File: src/rtl/fetch_sequencer_if.sv
// ---------------------------------------------------------------------------
// fetch_sequencer_if
// Purpose : Fetch-to-decode handshake bundle. The fetch stage drives the held
//           instruction word, its PC and a valid flag. The decode stage
//           answers with ready. A word moves downstream on every cycle where
//           valid and ready are both high.
// Signals :
//   instr_out    fetch -> decode   held instruction word
//   pc_out       fetch -> decode   PC of instr_out
//   instr_valid  fetch -> decode   instr_out holds a live word
//   instr_ready  decode -> fetch   decode accepts instr_out this cycle
// Modports: master = fetch side, slave = decode side
// ---------------------------------------------------------------------------
interface fetch_sequencer_if #(
    parameter int WORD_W = 20
);
    logic [WORD_W-1:0] instr_out;
    logic [WORD_W-1:0] pc_out;
    logic              instr_valid;
    logic              instr_ready;

    modport master (
        output instr_out,
        output pc_out,
        output instr_valid,
        input  instr_ready
    );

    modport slave (
        input  instr_out,
        input  pc_out,
        input  instr_valid,
        output instr_ready
    );
endinterface

File: src/rtl/fetch_sequencer.sv
// ---------------------------------------------------------------------------
// fetch_sequencer
// Purpose : PC and fetch stage that sits in front of instruction decode. It
//           indexes a 32-word instruction memory with the PC and keeps the
//           fetched word in a one-entry output register. It offers that word
//           to decode over a valid/ready handshake. It supports redirects and
//           stops after a HALT opcode has been handed over.
// Ports   :
//   clk             rising-edge clock
//   reset           synchronous, active-high; overrides every other input
//   start           leave IDLE/HALTED and fetch from RESET_PC
//   instr_mem       instruction memory contents (combinational read)
//   redirect_valid  load redirect_pc as the next fetch address
//   redirect_pc     redirect target
//   dec             decode handshake (instr_out/pc_out/instr_valid/instr_ready)
//   halted          a HALT word has been handed to decode; fetch is stopped
//   issue_count     saturating count of words handed to decode
// ---------------------------------------------------------------------------
module fetch_sequencer #(
    parameter int                 WORD_W      = 20,
    parameter int                 IDX_W       = 5,
    parameter logic [4:0]         HALT_OPCODE = 5'd31,
    parameter logic [WORD_W-1:0]  RESET_PC    = '0,
    parameter int                 CNT_W       = 16
) (
    input  logic                                clk,
    input  logic                                reset,
    input  logic                                start,
    input  logic [2**IDX_W-1:0][WORD_W-1:0]     instr_mem,
    input  logic                                redirect_valid,
    input  logic [WORD_W-1:0]                   redirect_pc,
    fetch_sequencer_if.master                   dec,
    output logic                                halted,
    output logic [CNT_W-1:0]                    issue_count
);

    localparam int MEM_DEPTH = 2**IDX_W;
    localparam int OPC_W     = 5;

    localparam logic [1:0] STATE_IDLE   = 2'd0;
    localparam logic [1:0] STATE_RUN    = 2'd1;
    localparam logic [1:0] STATE_HALTED = 2'd2;

    // -----------------------------------------------------------------------
    // Memory view. This step copies the packed input bus into one word per
    // entry so that the read index is easy to follow.
    // -----------------------------------------------------------------------
    logic [WORD_W-1:0] memWord [MEM_DEPTH];

    generate
        for (genvar gi = 0; gi < MEM_DEPTH; gi++) begin : gMemView
            assign memWord[gi] = instr_mem[gi];
        end
    endgenerate

    // -----------------------------------------------------------------------
    // State
    // -----------------------------------------------------------------------
    logic [1:0]        stateReg,   stateNext;
    logic [WORD_W-1:0] pcReg,      pcNext;
    logic [WORD_W-1:0] instrReg,   instrNext;
    logic [WORD_W-1:0] pcOutReg,   pcOutNext;
    logic              validReg,   validNext;
    logic              haltedReg,  haltedNext;
    logic [CNT_W-1:0]  countReg,   countNext;

    // The load path is shared by start, redirect and sequential fetch. This
    // block picks only the address; the rest of the load is the same for all.
    logic              doLoad;
    logic [WORD_W-1:0] loadAddr;

    logic              fire;
    logic              heldIsHalt;

    assign fire       = validReg && dec.instr_ready;
    assign heldIsHalt = (instrReg[OPC_W-1:0] == HALT_OPCODE);

    // -----------------------------------------------------------------------
    // Next-state logic
    // -----------------------------------------------------------------------
    always_comb begin
        stateNext  = stateReg;
        pcNext     = pcReg;
        instrNext  = instrReg;
        pcOutNext  = pcOutReg;
        validNext  = validReg;
        haltedNext = haltedReg;
        doLoad     = 1'b0;
        loadAddr   = pcReg;

        // A handshake counts even when a redirect replaces the word in the
        // same cycle. In IDLE and HALTED, validReg is low, so fire stays low.
        countNext = countReg;
        if (fire && (countReg != {CNT_W{1'b1}})) begin
            countNext = countReg + CNT_W'(1);
        end

        case (stateReg)
            STATE_IDLE: begin
                // A redirect is ignored here. Only start begins fetching.
                if (start) begin
                    doLoad   = 1'b1;
                    loadAddr = RESET_PC;
                end
            end

            STATE_RUN: begin
                if (redirect_valid) begin
                    // This drops a held word that was not accepted this cycle.
                    doLoad   = 1'b1;
                    loadAddr = redirect_pc;
                end else if (fire && heldIsHalt) begin
                    // HALT went downstream. pc stays where it is.
                    validNext  = 1'b0;
                    haltedNext = 1'b1;
                    stateNext  = STATE_HALTED;
                end else if (fire) begin
                    doLoad   = 1'b1;
                    loadAddr = pcReg;
                end
            end

            STATE_HALTED: begin
                // If start and redirect arrive together, start wins.
                if (start) begin
                    doLoad   = 1'b1;
                    loadAddr = RESET_PC;
                end else if (redirect_valid) begin
                    doLoad   = 1'b1;
                    loadAddr = redirect_pc;
                end
            end

            default: begin
                stateNext = STATE_IDLE;
            end
        endcase

        if (doLoad) begin
            // Only the low IDX_W bits select the word, so the memory repeats
            // every 2**IDX_W addresses. The PC itself wraps at 2**WORD_W.
            instrNext  = memWord[loadAddr[IDX_W-1:0]];
            pcOutNext  = loadAddr;
            pcNext     = loadAddr + WORD_W'(1);
            validNext  = 1'b1;
            haltedNext = 1'b0;
            stateNext  = STATE_RUN;
        end
    end

    // -----------------------------------------------------------------------
    // Registers
    // -----------------------------------------------------------------------
    always_ff @(posedge clk) begin
        if (reset) begin
            stateReg  <= STATE_IDLE;
            pcReg     <= RESET_PC;
            instrReg  <= '0;
            pcOutReg  <= '0;
            validReg  <= 1'b0;
            haltedReg <= 1'b0;
            countReg  <= '0;
        end else begin
            stateReg  <= stateNext;
            pcReg     <= pcNext;
            instrReg  <= instrNext;
            pcOutReg  <= pcOutNext;
            validReg  <= validNext;
            haltedReg <= haltedNext;
            countReg  <= countNext;
        end
    end

    // -----------------------------------------------------------------------
    // Outputs
    // -----------------------------------------------------------------------
    assign dec.instr_out   = instrReg;
    assign dec.pc_out      = pcOutReg;
    assign dec.instr_valid = validReg;
    assign halted          = haltedReg;
    assign issue_count     = countReg;

endmodule

File: src/flat_wrapper.sv
// flat-port wrapper written by rule: the top's interface ports become plain ports
module fetch_sequencer_flat 
#(
    parameter int                 WORD_W      = 20,
    parameter int                 IDX_W       = 5,
    parameter logic [4:0]         HALT_OPCODE = 5'd31,
    parameter logic [WORD_W-1:0]  RESET_PC    = '0,
    parameter int                 CNT_W       = 16
)
  (clk, reset, start, instr_mem, redirect_valid, redirect_pc, halted, issue_count, dec_instr_out, dec_pc_out, dec_instr_valid, dec_instr_ready);
  fetch_sequencer_if #(.WORD_W(WORD_W)) dec_i ();
  input  logic clk;
  input  logic reset;
  input  logic start;
  input  logic [2**IDX_W-1:0][WORD_W-1:0] instr_mem;
  input  logic redirect_valid;
  input  logic [WORD_W-1:0] redirect_pc;
  output logic halted;
  output logic [CNT_W-1:0] issue_count;
  output wire logic [$bits(dec_i.instr_out)-1:0] dec_instr_out;
  output wire logic [$bits(dec_i.pc_out)-1:0] dec_pc_out;
  output wire logic [$bits(dec_i.instr_valid)-1:0] dec_instr_valid;
  input wire logic [$bits(dec_i.instr_ready)-1:0] dec_instr_ready;
  assign dec_instr_out = dec_i.instr_out;
  assign dec_pc_out = dec_i.pc_out;
  assign dec_instr_valid = dec_i.instr_valid;
  assign dec_i.instr_ready = dec_instr_ready;
  fetch_sequencer #(.WORD_W(WORD_W), .IDX_W(IDX_W), .HALT_OPCODE(HALT_OPCODE), .RESET_PC(RESET_PC), .CNT_W(CNT_W)) u_core (.clk(clk), .reset(reset), .start(start), .instr_mem(instr_mem), .redirect_valid(redirect_valid), .redirect_pc(redirect_pc), .dec(dec_i), .halted(halted), .issue_count(issue_count));
endmodule
File: config.mk
export PLATFORM = sky130hd
export DESIGN_NAME = fetch_sequencer_flat
export DESIGN_NICKNAME = d
export VERILOG_FILES = /design/src/rtl/fetch_sequencer_if.sv /design/src/rtl/fetch_sequencer.sv /design/src/flat_wrapper.sv
export SDC_FILE = /design/constraint.sdc
export NUM_CORES = 1
export LEC_CHECK = 0
export CAP_MARGIN = 20
export CORE_AREA = 2 2 278 280
export CTS_CLUSTER_SIZE = 24
export DETAILED_ROUTE_END_ITERATION = 8
export DIE_AREA = 0 0 280 282
export GPL_TIMING_DRIVEN = 1
export PLACE_DENSITY = 0.46
export SLEW_MARGIN = 20
export SYNTH_ARGS = -nofsm -noshare
export SYNTH_HDL_FRONTEND = slang
export SYNTH_SLANG_ARGS = --single-unit
File: constraint.sdc
create_clock -name clk -period 5 [get_ports clk]
set_input_delay 0.75 -clock clk [delete_from_list [all_inputs] [get_ports clk]]
set_output_delay 0.75 -clock clk [all_outputs]
set_load 0.005 [all_outputs]
# After elaboration in Yosys (flattened, before gate mapping)
# Index checks and enable logic that the tools add are counted.
[word_totals] word_cells=58 output_inout_bits=58 regBits=80
[op_classes] n_reduce_logical=12 n_bitwise=3 add_sub_neg=2 magnitude_cmp=1 eq_ne=10 n_mux=22
[op_table] op="binary-select mux 20 bit (select 5 bit)" count=1
[op_table] op="two-way mux 20 bit" count=5
[op_table] op="one-hot mux 20 bit (3 select lines)" count=1
[op_table] op="adder 20 x 1 -> 20 bit (second input constant)" count=1
[op_table] op="adder 16 x 1 -> 16 bit (second input constant)" count=1
[op_table] op="inequality test 16 bit (second input constant)" count=1
[op_table] op="AND reduction 3 bit" count=4
[op_table] op="two-way mux 1 bit" count=11
[op_table] op="greater-or-equal comparator 6 bit (second input constant)" count=1
[op_table] op="inequality test 2 x 1 -> 1 bit (second input constant)" count=3
[op_table] op="NOT 5 -> 6 bit" count=1
[op_table] op="equality test 5 bit (second input constant)" count=1
[op_table] op="two-way mux 2 bit" count=2
[op_table] op="one-hot mux 2 bit (2 select lines)" count=1
[op_table] op="nonzero test 2 bit" count=2
[op_table] op="OR reduction 2 bit" count=2
[op_table] op="logical AND 1 bit" count=3
[op_table] op="inequality test 3 x 1 -> 1 bit (second input constant)" count=1
[op_table] op="inequality test 3 x 2 -> 1 bit (second input constant)" count=1
[op_table] op="one-hot mux 1 bit (3 select lines)" count=1
[op_table] op="equality test 2 x 1 -> 1 bit (second input constant)" count=1
[op_table] op="equality test 2 bit (second input constant)" count=1
[op_table] op="logical NOT 2 bit" count=1
[op_table] op="inequality test 2 bit (second input constant)" count=1
[op_table] op="NOT 1 bit" count=2

# Logic depth before layout (Yosys ltp)
# Gate-level depths: netlist of run 1.
[logic_depth] word_depth=7 mapped_depth=17 depth_no_buf=12

# Worst setup path before layout of run 1
# No wires, ideal clock.
[synth_timing] path_kind="input port to flip-flop" startpoint="input redirect_valid" endpoint="register u_core.pcReg[16]" setup_ns=0.117 path_slack_ns=1.044 stages=15 n_path_buf=5 arrival_ns=3.839 cell_sequence="buf_6 > and2b_4 > o211a_1 > nor3_2 > inv_1 > clkbuf_1 > clkbuf_1 > buf_1 > ha_1 > o31a_1 > and3_1 > clkbuf_1 > nand3_1 > or4_1 > a32o_1"
[synth_between] elab_chain_len=4 elab_cells_between_ends=8 cone_classes="1 x add/sub; 7 x mux"
[synth_rtl] item="start, declared" line_no="flat_wrapper.sv:16" rtl="input logic redirect_valid;"
[synth_rtl] item="two-way mux 20 bit *" line_no="fetch_sequencer.sv:128" rtl="end else if (redirect_valid) begin"
[synth_rtl] item="two-way mux 20 bit" line_no="fetch_sequencer.sv:125" rtl="if (start) begin"
[synth_rtl] item="one-hot mux 20 bit (3 select lines) *" line_no="fetch_sequencer.sv:98" rtl="case (stateReg)"
[synth_rtl] item="net u_core.loadAddr[0]" line_no="fetch_sequencer.sv:70" rtl="logic [WORD_W-1:0] loadAddr;"
[synth_rtl] item="adder 20 x 1 -> 20 bit *" line_no="fetch_sequencer.sv:144" rtl="pcNext = loadAddr + WORD_W'(1);"
[synth_rtl] item="end signal, assigned" line_no="fetch_sequencer.sv:165" rtl="pcReg <= pcNext;"
[synth_rtl] item="end, declared" line_no="fetch_sequencer.sv:60" rtl="logic [WORD_W-1:0] pcReg, pcNext;"
# The timed path passes the listed nets; every way through them passes the cells marked *.
# A chain may end at the register's enable or synchronous reset.

# Worst setup path in the final report of run 1
[layout_timing] startpoint="input redirect_valid" endpoint="register u_core.instrReg[15], in the netlist u_core.dec.instr_out[15]"
[layout_between] elab_chain_len=7 elab_cells_between_ends=11 cone_classes="10 x mux; 1 x bitwise"
[layout_rtl] item="two-way mux 20 bit" line_no="fetch_sequencer.sv:128"
[layout_rtl] item="two-way mux 20 bit" line_no="fetch_sequencer.sv:125"
[layout_rtl] item="one-hot mux 20 bit (3 select lines)" line_no="fetch_sequencer.sv:98"
[layout_rtl] item="NOT 5 -> 6 bit (implied by the code)" line_no="fetch_sequencer.sv:142" rtl="instrNext = memWord[loadAddr[IDX_W-1:0]];"
[layout_rtl] item="binary-select mux 20 bit (select 5 bit)" line_no="fetch_sequencer.sv:142"
[layout_rtl] item="two-way mux 20 bit (implied by the code) (2 in a row)" line_no="fetch_sequencer.sv:142"
[layout_rtl] item="end signal, assigned" line_no="fetch_sequencer.sv:166" rtl="instrReg <= instrNext;"
[layout_rtl] item="end, declared" line_no="fetch_sequencer.sv:61" rtl="logic [WORD_W-1:0] instrReg, instrNext;"
# Several ways; a longest one is shown, not always the timed one. The select of a mux whose other input is x is not followed.

==> results of run 1 <==
per-stage QoR:
step | hold slack [ns] | cells | utilization [%] | instance area, um2 | power (mW)
4_1_cts | 0.462 | 3076 | 25.1 | 19000 | 3.61
3_3_place_gp | 0.449 | 3060 | 24.6 | 18600 | 2.74
6_report | 0.459 | 3087 | 25.1 | 19000 | 3.55
5_1_grt | 0.480 | 3084 | 25.1 | 19000 | 3.75
2_1_floorplan | 0.430 | 1422 | - | 9900 | 1.49
3_5_place_dp | 0.450 | 3060 | 24.6 | 18600 | 2.74
synth_stat cells (7+ instances only):
library cell / count / area, um2
nand2_1: 272 / 1020
mux2i_1: 137 / 1370
nand3_1: 123 / 616
clkbuf_1: 91 / 342
dfxtp_1: 80 / 1600
a21oi_1: 79 / 395
a211oi_1: 76 / 571
nor2_1: 57 / 214
a2111oi_0: 41 / 359
a22oi_1: 40 / 300
o31a_1: 38 / 333
buf_2: 35 / 175
a32oi_1: 31 / 272
and2_1: 25 / 156
o21ai_0: 24 / 120
a221oi_1: 20 / 175
a41oi_1: 20 / 175
nand4_1: 20 / 125
buf_1: 18 / 67.6
inv_1: 16 / 60.1
o211ai_1: 15 / 113
nor3_1: 13 / 65.1
o211a_1: 10 / 100
o31ai_1: 10 / 75.1
or3_1: 8 / 50.1
a21o_1: 7 / 52.6
xor2_1: 7 / 61.3
state kept, by name, indices dropped and copies added, names as in the netlist:
name / cells
u_core.dec.instr_out: 20
u_core.dec.pc_out: 20
u_core.issue_count: 16
u_core.dec.instr_valid: 1
u_core.pcReg: 20
u_core.stateReg: 2
u_core.halted: 1
power groups by stage:
stage / Combinational [mW] / Clock, mW / Sequential [mW]
finish: 1.95 / 0.828 / 0.769
global route: 2.09 / 0.887 / 0.777
CTS: 1.96 / 0.875 / 0.771
detailed placement: 1.95 / 0 / 0.782
global placement: 1.96 / 0 / 0.786
floorplan: 0.740 / 0 / 0.752
area by class of cell:
class,instances,area share [%]
repair buffers,807,41.8
flip-flops and latches,80,8.43
inverters,17,0.342
diodes,11,0.145
well taps,978,6.44
clock inverters,7,0.580
multi-input cells,1178,41.1
clock buffers,9,1.19
how the worst max path moves through the flow:
stage	start	end	slack (ns)
2_1_floorplan	redirect_valid	u_core.pcReg[16]$_SDFFE_PP0P_	1.04
3_3_place_gp	redirect_valid	u_core.dec.instr_out[9]$_SDFFE_PP0P_	0.08
3_5_place_dp	redirect_valid	u_core.dec.instr_out[15]$_SDFFE_PP0P_	0.14
4_1_cts	redirect_valid	u_core.dec.instr_out[15]$_SDFFE_PP0P_	0.57
5_1_grt	start	u_core.dec.instr_out[19]$_SDFFE_PP0P_	0.42
6_report	redirect_valid	u_core.dec.instr_out[15]$_SDFFE_PP0P_	0.54
cell families after synthesis:
kind of cell               Yosys count  synth area share [%]
and+or+nand+nor                    556                  25.5
DFF                                 80                  16.2
muxes                              139                  14.1
buffers and inverters              164                  6.81
xor gates and xnor gates            12                  1.06
adders and majority gates            6                 0.758
AOI/OAI and AO/OA                  465                  35.6
worst reg2reg max path, cell delays in order, from the launching register on:
cell	delay, ns
dfxtp_1	0.41
inv_1	0.10
ha_1	0.27
nor2b_1	0.15
buf_4	0.18
o211a_1	0.27
nor3_4	0.31
buf_12	0.28
buf_4	0.42
a221oi_1	0.12
a2111oi_1	1.01
buf_4	0.26
a2111oi_2	0.08
buf_4	0.20
a41oi_1	0.13
layer usage:
| layer | vias to the layer above | track usage [%] | part of all wire (%) |
|---|---|---|---|
| met4 | 4 | 7.34 | 2.8 |
| met5 | - | 0 | 0.027 |
| met3 | 88 | 4.13 | 6.7 |
| li1 | 6809 | - | - |
| met1 | 7003 | 27.3 | 44 |
| met2 | 710 | 35.1 | 46 |
==> results by group, run 1 <==
Floorplan
  • Core Area: 75700 um2
  • Rows: 101
  • Die width: 280 um
  • Die height: 282 um
  • Initial core utilization: 13.1%
  • I/O pin count: 723
  • Die area: 79000 um2

Finish
  • Area of the multi-input gates: 7810 um2
  • Commonest non-fill, non-tap cells in the layout: clkdlybuf4s50_1, nand2_1, mux2i_1, nand3_1, dfxtp_1
  • FF+latch area: 1600 um2
  • Layout Area Growth over Synthesis: 91.9%
  • Most common cell after layout, fill and taps aside: clkdlybuf4s50_1
  • Fill cells: 8329
  • Share of cells above drive strength 1: 7.05%
  • NumNets Final: 2764

Clock network
  • Clock buffer depth: 2
  • Root buf cell: clkbuf_16
  • CTS tree: done
  • Post-CTS setup buffers: 0
  • CTS Buf Count: 9
  • Worst-skew pair later-pin latency: 0.39 ns
  • H-tree lvl count: 3
  • CTS resizes: 0
  • Sink Count: 80
  • Clk slew on worst S/H paths: 0.09 ns
  • CTS Hold Bufs: 0

Route
  • DR iter-0 viols: 1057
  • Vias per inst: 4.73
  • DR WL/cell: 28.1 um
  • DR DRC count: 0
  • Post-route ant nets: 0
  • Via Count: 14600
  • Total Routed Length: 86.8 mm
  • 1st-pass router iterations: 5

Placement
  • Global placer's final weighted congestion: 0.925
  • DP HPWL: 72.3 mm
  • Dpl ws: 0.140 ns
  • Port buffer count: 722

Critical path
  • Stages on the worst setup path: 12
  • Reg-to-Reg End: u_core.dec.instr_out[15]$_SDFFE_PP0P_
  • Critical path arrival: 4.78 ns
  • Max incr delay on CP: 1.01 ns
  • Worst EP required: 5.32 ns
  • Critical Path Source Type: input port
  • Crit Path Class: input port to register
  • Critical path peak fanout: 46
  • Slowest-stage cell, CP: a2111oi_1
  • Crit. End Element: register
  • Worst reg2reg setup slack: 0.74 ns
  • Crit path max-delay family: buffers and inverters
  • Cells along the critical path: clkdlybuf4s50_1 -> and2b_4 -> o211a_1 -> nor3_4 -> buf_12 -> buf_4 -> a221oi_1 -> a2111oi_1 -> buf_4 -> a2111oi_2 -> buf_4 -> a41oi_1
  • CP most frequent cell: buf_4
  • R2R depth: 14
  • Buffers and inverters on the worst path: 5
  • R2r startpoint: u_core.stateReg[0]$_SDFFE_PP0P_

Pwr
  • Sw frac: 41.1%
  • Clock power frac: 23.3%
  • Comb power frac: 55.0%
  • Switching Power: 1.46 mW
  • Power Dens Cells: 187 nW/um2
  • Seq pwr share: 21.7%
  • Pint: 2.09 mW
  • P_leak: 6.50 nW
  • Maximum VDD drop: 154 uV

Synthesis
  • Yosys warnings: 0
  • EDFF count, synth: 0
  • Dominant synthesized flop cell: dfxtp_1
  • Netlist Area Pre-Place: 9900 um2
  • Async SR Flop Fraction: 0%
  • Synth Net Count: 2093
  • FF+latch count, synth: 80
  • Seq/Total Area, Yosys: 16.2%
  • Gate Count Post-Synth: 1422
  • Avg Cell Area, Syn: 6.96 um2
  • Distinct cells, synth: 72

Timing
  • Setup_tns: 0 ns
  • Worst-Margin Slew: 1.18 ns
  • Post-route clock period utilization: 89.2%
  • Final Skew: 0.0206 ns
  • # setup viols final: 0
  • RSZ-0062 raised after global routing: false
  • Min Tclk post-route: 4.46 ns
  • Max-slew violation count: 0
  • Slew margin rel.: 21.4%
  • Final hold violation count: 0
  • Worst setup margin: 0.541 ns
  • Fmax: 224 MHz

GRT
  • Pin count of the biggest net entering global routing: 114
  • GRT Util Overall: 21.2%
  • First-pass GRT wire length: 118 mm
  • Vias in the first global route: 15300
  • Initial antenna violation count: 25
  • Grt ovf: 0

Worst hold path
  • Hold Path Sink: u_core.pcReg[8]$_SDFFE_PP0P_
  • Startpoint of the lowest-slack hold path: u_core.pcReg[8]$_SDFFE_PP0P_
  • Worst Hold Class: register to register
  • Hold path cells: 2

Flow run
  • Max Cap Violations: 0

Outcome
  • Outcome: finished clean
Note: power is estimated with default switching activity, not from simulation.
==> run 2, diff against run 1 <==
--- a/config.mk
+++ b/config.mk
@@ -6,12 +6,13 @@
 export NUM_CORES = 1
 export LEC_CHECK = 0
 export CAP_MARGIN = 20
-export CORE_AREA = 2 2 278 280
+export CORE_AREA = 2 2 281 283
 export CTS_CLUSTER_SIZE = 24
 export DETAILED_ROUTE_END_ITERATION = 8
-export DIE_AREA = 0 0 280 282
+export DIE_AREA = 0 0 283 285
+export DONT_BUFFER_PORTS = 1
 export GPL_TIMING_DRIVEN = 1
-export PLACE_DENSITY = 0.46
+export PLACE_DENSITY = 0.33
 export SLEW_MARGIN = 20
 export SYNTH_ARGS = -nofsm -noshare
 export SYNTH_HDL_FRONTEND = slang
==> results by group, run 2 (same netlist as run 1, synthesis figures left out) <==
Critical path
  • Crit. End Element: register
  • Critical Path Source Type: register
  • Crit Path Class: register to register
  • Critical path arrival: 5.06 ns
  • Critical path peak fanout: 65
  • Worst EP required: 5.23 ns

GRT
  • Grt ovf: 0
  • GRT Util Overall: 18.0%
  • Vias in the first global route: 11800
  • First-pass GRT wire length: 102 mm
  • Initial antenna violation count: 41
  • Pin count of the biggest net entering global routing: 79

Clock network
  • H-tree lvl count: 3
  • CTS Buf Count: 9
  • Clock buffer depth: 2
  • Post-CTS setup buffers: 0
  • Worst-skew pair later-pin latency: 0.36 ns
  • CTS tree: done
  • CTS resizes: 0
  • Clk slew on worst S/H paths: 0.08 ns
  • Sink Count: 80
  • CTS Hold Bufs: 0
  • Root buf cell: clkbuf_16

Finish
  • Most common cell after layout, fill and taps aside: nand2_1
  • Layout Area Growth over Synthesis: 19.0%
  • Share of cells above drive strength 1: 9.50%
  • Commonest non-fill, non-tap cells in the layout: nand2_1, mux2i_1, nand3_1, dfxtp_1, a21oi_1
  • NumNets Final: 2025

Floorplan
  • Die width: 283 um
  • Die area: 80700 um2
  • Die height: 285 um
  • Core Area: 78000 um2
  • Rows: 103
  • I/O pin count: 723
  • Initial core utilization: 12.7%

Timing
  • Slew margin rel.: 21.3%
  • Max-slew violation count: 0
  • Final Skew: 0.0112 ns
  • # setup viols final: 0
  • RSZ-0062 raised after global routing: false
  • Final hold violation count: 0
  • Worst-Margin Slew: 1.18 ns
  • Min Tclk post-route: 4.83 ns
  • Setup_tns: 0 ns
  • Fmax: 207 MHz
  • Post-route clock period utilization: 96.5%

Route
  • Via Count: 12000
  • DR iter-0 viols: 1075
  • DR DRC count: 0
  • Vias per inst: 4.96
  • Total Routed Length: 76.4 mm
  • 1st-pass router iterations: 5
  • Post-route ant nets: 0
  • DR WL/cell: 31.5 um

Placement
  • Global placer's final weighted congestion: 0.955
  • Port buffer count: 0
  • DP HPWL: 64.7 mm

Pwr
  • Pwr Total: 2.90 mW
  • Power Dens Cells: 246 nW/um2
  • P_leak: 3.64 nW
  • Maximum VDD drop: 150 uV

Outcome
  • Outcome: finished clean

Worst hold path
  • Worst Hold Class: register to register

Flow run
  • Max Cap Violations: 0
[run 2: cell types whose count changed in the layout (fill, tap and decap cells not counted)]
cell / before / now
nor2_1: 54 / 55
buf_4: 79 / 61
diode_2: 11 / 17
bufinv_16: 2 / 4
inv_2: 1 / 2
a2111oi_0: 17 / 16
clkinv_2: 1 / 0
clkinvlp_4: 1 / 0
clkinv_8: 1 / 0
clkdlybuf4s50_1: 721 / 0
inv_6: 3 / 1
inv_8: 0 / 1
nor2_2: 3 / 2
a2111oi_2: 13 / 14
[run 2: worst paths after layout]
check / from / to / slack (ns) / cells after the start
setup / recovery: u_core.stateReg[0]$_SDFFE_PP0P_ / u_core.dec.instr_out[8]$_SDFFE_PP0P_ / 0.17 / 13
hold reg to reg: u_core.pcReg[9]$_SDFFE_PP0P_ / u_core.pcReg[9]$_SDFFE_PP0P_ / 0.45 / 2
setup reg to reg: u_core.stateReg[0]$_SDFFE_PP0P_ / u_core.dec.instr_out[8]$_SDFFE_PP0P_ / 0.17 / 13
hold / removal: u_core.pcReg[9]$_SDFFE_PP0P_ / u_core.pcReg[9]$_SDFFE_PP0P_ / 0.45 / 2
[run 2: worst max-delay path, cell delays in order (launching register included)]
cell,delay (ns)
dfxtp_1,0.36
inv_1,0.12
ha_1,0.27
nor2b_1,0.68
o21ai_1,0.11
buf_4,0.22
nand3_4,0.34
buf_12,0.39
buf_4,0.43
mux2i_1,0.24
a211oi_1,0.11
a2111oi_1,0.97
buf_4,0.27
a41oi_1,0.10
[run 2: where the power goes]
part	switching, mW	internal (mW)
Sequential	0.0841	0.699
Clock	0.346	0.543
Combinational	0.820	0.405
[run 2: routing by layer]
layer | share of wire, % | vias to the layer above | routed length, um | GRT usage [%]
met5 | 0.29 | - | 220 | 0
met4 | 2.3 | 36 | 1730 | 4.36
met3 | 8.7 | 117 | 6680 | 5.67
met2 | 45 | 685 | 34800 | 29.2
met1 | 43 | 5836 | 33000 | 23.1
li1 | - | 5353 | - | -
[run 2: cell type report]
class | count | area (um2)
repair buffers | 68 | 583
inverters | 17 | 63.8
fillers | 8999 | 66200
flip-flops and latches | 80 | 1600
well taps | 1050 | 1310
diodes | 17 | 42.5
clock buffers | 9 | 225
clock inverters | 6 | 140
multi-input cells | 1178 | 7810
[run 2: per-stage QoR]
step	cell area, um2	hold slack [ns]	std cells	utilization (%)	worst slack, ns
after global routing	11800	0.433	2416	15.1	0.0122
after CTS	11700	0.430	2408	15.1	0.395
after detailed placement	11400	0.445	2393	14.6	0.427
after global placement	11300	0.446	2392	14.5	0.0447
final	11800	0.452	2425	15.1	0.174
after floorplan	9900	0.430	1422	-	1.04
